### config.mk
export PLATFORM = sky130hd
export DESIGN_NAME = regfile_sliced
export DESIGN_NICKNAME = d
export VERILOG_FILES = /design/src/rtl/regfile_sliced.sv
export SDC_FILE = /design/constraint.sdc
export NUM_CORES = 2
export LEC_CHECK = 0
export ABC_CLOCK_PERIOD_IN_PS = 3700
export CORE_MARGIN = 3
export CORE_UTILIZATION = 45
export CTS_BUF_LIST = sky130_fd_sc_hd__clkbuf_8
export DETAILED_ROUTE_END_ITERATION = 8
export HOLD_SLACK_MARGIN = 0.08
export PLACE_DENSITY = 0.69
export SYNTH_ARGS = -nofsm -noshare
export SYNTH_HDL_FRONTEND = slang
export SYNTH_SLANG_ARGS = --single-unit
### constraint.sdc
create_clock -name clk -period 3.7 [get_ports clk]
set_input_delay 0.37 -clock clk [delete_from_list [all_inputs] [get_ports clk]]
set_output_delay 0.37 -clock clk [all_outputs]
set_load 0.01 [all_outputs]
### src/rtl/regfile_sliced.sv
// Register file with a narrow write port: each accepted write is extended once,
// then streamed into the destination register one slice per clock.
module regfile_sliced #(
   parameter int XLEN    = 32,
   parameter int SLICE_W = 16,
   parameter int NREGS   = 32,
   localparam int NSLICE = XLEN / SLICE_W,
   localparam int AW     = $clog2(NREGS),
   localparam int SW     = (NSLICE > 1) ? $clog2(NSLICE) : 1
) (
   input  logic               clk,
   input  logic               rst,
   input  logic [AW-1:0]      rs1_i,
   input  logic [AW-1:0]      rs2_i,
   input  logic [SW-1:0]      rs2_slice_i,
   output logic [XLEN-1:0]    rs1_do,
   output logic [SLICE_W-1:0] rs2_do,
   input  logic               wr_valid_i,
   output logic               wr_ready_o,
   input  logic [AW-1:0]      wr_rd_i,
   input  logic [XLEN-1:0]    wr_data_i,
   input  logic [1:0]         wr_size_i,
   input  logic               wr_ext_i,
   output logic               busy_o,
   output logic               wr_done_o,
   output logic               hazard_rs1_o,
   output logic               hazard_rs2_o
);

   typedef enum logic {IDLE, WRITE} state_t;

   localparam logic [SW-1:0] LAST_CNT = SW'(NSLICE - 1);

   logic [NSLICE-1:0][SLICE_W-1:0] mem [NREGS];

   state_t                         state_q, state_d;
   logic [SW-1:0]                  cnt_q, cnt_d;
   logic [AW-1:0]                  rd_q;
   logic [NSLICE-1:0][SLICE_W-1:0] ev_q;
   logic                           done_q;
   logic                           accept;
   logic                           last_slice;

   function automatic logic [XLEN-1:0] extend(input logic [XLEN-1:0] d,
                                              input logic [1:0] sz,
                                              input logic sx);
      logic [XLEN-1:0] r;
      r = d;
      case (sz)
         2'b00:   r = {{(XLEN-8){sx & d[7]}}, d[7:0]};
         2'b01:   r = {{(XLEN-16){sx & d[15]}}, d[15:0]};
         2'b10:   r = d;
         default: r = {{(XLEN-1){1'b0}}, d[0]};
      endcase
      return r;
   endfunction

   always_ff @(posedge clk) begin
      if (rst) begin
         state_q <= IDLE;
         cnt_q   <= '0;
      end else begin
         state_q <= state_d;
         cnt_q   <= cnt_d;
      end
   end

   // A new request may be taken on the same edge that writes the last slice.
   always_comb begin
      state_d = state_q;
      cnt_d   = cnt_q;
      case (state_q)
         IDLE: begin
            if (accept) begin
               state_d = WRITE;
               cnt_d   = '0;
            end
         end
         WRITE: begin
            if (last_slice) begin
               state_d = accept ? WRITE : IDLE;
               cnt_d   = '0;
            end else begin
               cnt_d = cnt_q + SW'(1);
            end
         end
         default: begin
            state_d = IDLE;
            cnt_d   = '0;
         end
      endcase
   end

   always_comb begin
      busy_o     = (state_q == WRITE);
      last_slice = busy_o && (cnt_q == LAST_CNT);
      wr_ready_o = !busy_o || (cnt_q == LAST_CNT);
      accept     = wr_valid_i && wr_ready_o;
   end

   // Register 0 is never written, so it keeps its reset value of zero.
   always_ff @(posedge clk) begin
      if (rst) begin
         for (int r = 0; r < NREGS; r++) begin
            mem[r] <= '0;
         end
         rd_q   <= '0;
         ev_q   <= '0;
         done_q <= 1'b0;
      end else begin
         if (busy_o && (rd_q != '0)) begin
            mem[rd_q][cnt_q] <= ev_q[cnt_q];
         end
         if (accept) begin
            rd_q <= wr_rd_i;
            ev_q <= extend(wr_data_i, wr_size_i, wr_ext_i);
         end
         done_q <= last_slice;
      end
   end

   assign wr_done_o    = done_q;
   assign rs1_do       = (rs1_i == '0) ? '0 : mem[rs1_i];
   assign rs2_do       = (rs2_i == '0) ? '0 : mem[rs2_i][rs2_slice_i];
   assign hazard_rs1_o = busy_o && (rs1_i == rd_q) && (rd_q != '0);
   assign hazard_rs2_o = busy_o && (rs2_i == rd_q) && (rd_q != '0);

endmodule

==> impl_metrics.py <==
metrics = {
    "timing": {
        "finalHoldViolations": 0,
        "tightest_slew_ns": 1.04,
        "min_period_ns": 3.70,
        "setup_slack_ns": 0.000580,
        "setup_viol": 0,
        "whs_ns": 0.116,
        "maxSlewHeadroom_pct": 30.7,
        "fin_crit_sh_pct": 100,
        "fin_worst_skew_ns": 0.0407,
        "maxClockFrequency_ghz": 0.270,
        "final_max_slew_viol_count": 0,
    },
    "drt": {
        "ant_nets": 0,
        "drc_errors": 0,
        "drt-initial-drc-count": 5214,
        "highest_layer": "met5",
        "dr.pass1.iters": 6,
        "detail_route.wl_per_cell_um": 31.2,
        "via_per_inst": 6.38,
        "wl_met2_um": 83000,
        "vias": 36837,
        "wl_um": 180000,
        "wirelength_met1_um": 61800,
        "met3_length_um": 26100,
    },
    "layout": {
        "postLayoutCellArea_sq_um": 62400,
        "nFillCells": 9711,
        "fin_nets": 4084,
        "layout-drive-gt1-share_pct": 29.0,
        "area_growth_pct": 15.3,
    },
    "worst_hold_path": {
        "hold_path_startpoint": "wr_rd_i[2]",
        "holdPathStages": 3,
        "hold_end": "rd_q[2]",
        "min_path_type": "in -> reg",
    },
    "placement": {
        "place.gp.congestion": 0.985,
        "dp_slack_ns": -0.224,
        "dpl_cell_area_sq_um": 59000,
        "io_buffers": 106,
        "hpwl_um": 122000,
    },
    "logic_synthesis": {
        "ys_ff_latch": 1064,
        "synthSimpleGateAreaFrac_pct": 10.0,
        "ys_seq_area_share_pct": 58.3,
        "synthArstFlopShare_pct": 0,
        "synth_top_family_by_area": "multiplexers",
        "syn_inst": 3724,
        "ys_top_cells_by_area": "edfxtp_1 (57%), mux4_2 (24%), nor2_1 (7.2%)",
        "yosys.area.top_type_share_pct": 56.8,
        "synth-edff-count": 1024,
        "syn_avg_cell_area_sq_um": 14.5,
        "yosys_warnings": 0,
        "synthTopCellsByCount": "nor2_1 (1,033), edfxtp_1 (1,024), mux4_2 (566)",
        "synth_xor_area_share_pct": 0.162,
        "synth_compound_area_share_pct": 2.86,
        "ys_types": 54,
        "synth_adder_area_share_pct": 0,
        "muxShareOfSynthArea_pct": 25.3,
        "yosysMostFrequentCell": "nor2_1",
        "netlist_area_sq_um": 54100,
        "synth_top_area_cell": "edfxtp_1",
        "synth_flop_cell": "edfxtp_1",
    },
    "global_route": {
        "grt_pass1_wl_um": 259000,
        "grt_max_degree": 99,
        "antenna_found_initial": 3,
        "grt_pass1_vias": 36131,
        "grt-ovfl-total": 0,
        "grt_use_total_pct": 28.8,
    },
    "power_and_ir_drop": {
        "power_density_nw_per_um2": 436,
        "leakagePower_nw": 21.1,
        "ir_drop_mv": 0.354,
    },
    "critical_path": {
        "critical_path_class": "reg -> out",
        "worstSetupStartpoint": "mem[21][28]",
        "endpoint_kind": "output pin",
        "r2r_end": "mem[30][6]",
        "critPathMaxFanout": 2,
        "cpPeakStageDelay_ns": 0.70,
        "ff2ff_path_depth": 7,
        "start_kind": "flop",
        "arrival_ns": 3.33,
        "slowest_stage": "a211oi_1",
        "reg2reg_slack_ns": 0.71,
        "crit_chain": "mux4_2 -> o22ai_1 -> a211oi_1 -> a22o_1 -> clkdlybuf4s50_1",
        "r2r_start": "busy_o",
        "cp.required_ns": 3.33,
    },
    "clocking": {
        "clkLatencyLatePin_ns": 0.88,
        "root_buffer": "clkbuf_8",
        "clock_sinks": 1064,
        "htree_levels": 4,
        "cts_tree": "built",
        "clk_pin_slew_ns": 0.06,
        "numCtsBuffers": 176,
        "ctsLongestPathBuffers": 3,
    },
    "floorplan": {
        "die_area_sq_um": 125000,
        "die_height_um": 353,
        "ios": 107,
        "die_x_um": 353,
        "start_util_pct": 45.6,
        "core_area_sq_um": 119000,
        "rows": 126,
    },
    "run_status": {
        "status": "complete, no violations",
    },
    "flow_run": {
        "drv_cap": 0,
    },
}
[sequential cells by signal, summed over array words and instances, names as in the netlist]
signal / flops
mem: 1024
ev_q: 32
rd_q: 5
busy_o: 1
cnt_q: 1
wr_done_o: 1
[logic make-up after synthesis]
family          after synthesis
other cells                   1
mux                         660
flops                      1064
compound gates              242
xor+xnor                     10
simple gates               1344
buf+inv                     403
[worst max path at each step]
stage                       endpoint  slack, ns  cells after the start
after global placement    rs2_do[15]      -0.23                     10
final                     rs2_do[12]     0.0006                      5
after CTS                  rs2_do[3]      0.001                      8
after floorplan           rs1_do[22]       1.26                      7
after global routing       rs2_do[2]      -0.04                      7
after detailed placement  rs2_do[15]      -0.22                     10
[power breakdown]
| group | internal, mW | switching [mW] |
|---|---|---|
| sequential | 13.6 | 0.250 |
| combinational | 1.64 | 2.25 |
| clock | 4.51 | 4.92 |
[layer usage]
metal / vias to the layer above / global-route usage (%)
li1: 14816 / -
met1: 18716 / 38.1
met2: 2876 / 44.3
met3: 427 / 8.69
met4: 2 / 12.6
met5: - / 0
[worst max-delay path: cells and delay by family, from the launching register on]
kind                   cells  cell delay [ns]
AOI/OAI and AO/OA          3             1.11
buffers and inverters      1             0.60
DFF                        1             0.39
muxes                      1             0.34
[layout make-up]
class	instances	area, sq um	share of cell area (%)
timing repair buffer	464	4330	6.94
clock inverter	135	628	1.01
clock buffer	179	2460	3.95
sequential	1064	31600	50.6
antenna	5	12.5	0.0200
tap	1600	2000	3.21
inverter	36	135	0.217
multi-input combinational	2288	21300	34.1
[what timing repair did]
item | CTS | global route
hold buffers | 11 | 0
resized for setup | 17 | 20
endpoints found under the hold margin | 36 | 0
setup endpoints to repair | 7 | 12
pin swaps | 0 | 0
setup buffers | 0 | 1
[stage by stage]
stage	utilization (%)	total power, mW	TNS (ns)	cells
2_1_floorplan	-	16.1	0	3755
3_3_place_gp	49.7	17.8	-0.423	5440
3_5_place_dp	49.7	17.9	-0.441	5440
4_1_cts	52.5	27.2	0	5765
5_1_grt	52.6	28.0	-0.0873	5771
6_report	52.6	27.2	0	5771
[layout by cell type, fill, tap and decap left out, types with 5 or more instances in the layout]
cell,Yosys,final
nor2_1,1033,1032
xnor2_1,6,6
nor2_2,7,8
clkbuf_8,0,180
a2bb2oi_1,16,16
nand2b_1,82,82
clkinvlp_4,0,7
o22ai_1,30,25
a22o_1,11,9
nand3_1,18,18
a22oi_1,23,19
nand2_2,13,14
o221ai_1,7,7
clkinv_1,1,50
o21ai_0,13,12
conb_1,1,32
nand2_1,147,146
buf_4,27,307
mux2i_1,91,67
inv_1,35,91
o21ai_1,32,33
a31oi_1,9,8
mux2i_4,0,18
mux4_2,566,566
clkdlybuf4s50_1,0,95
buf_12,0,43
a21oi_1,68,68
diode_2,0,5
edfxtp_1,1024,1024
clkinv_2,0,14
dlygate4sd3_1,0,11
nor2b_1,7,6
a211oi_1,21,18
nor3_1,11,11
dfxtp_1,40,38
mux2i_2,0,6
(Power assumes the default switching activity.)
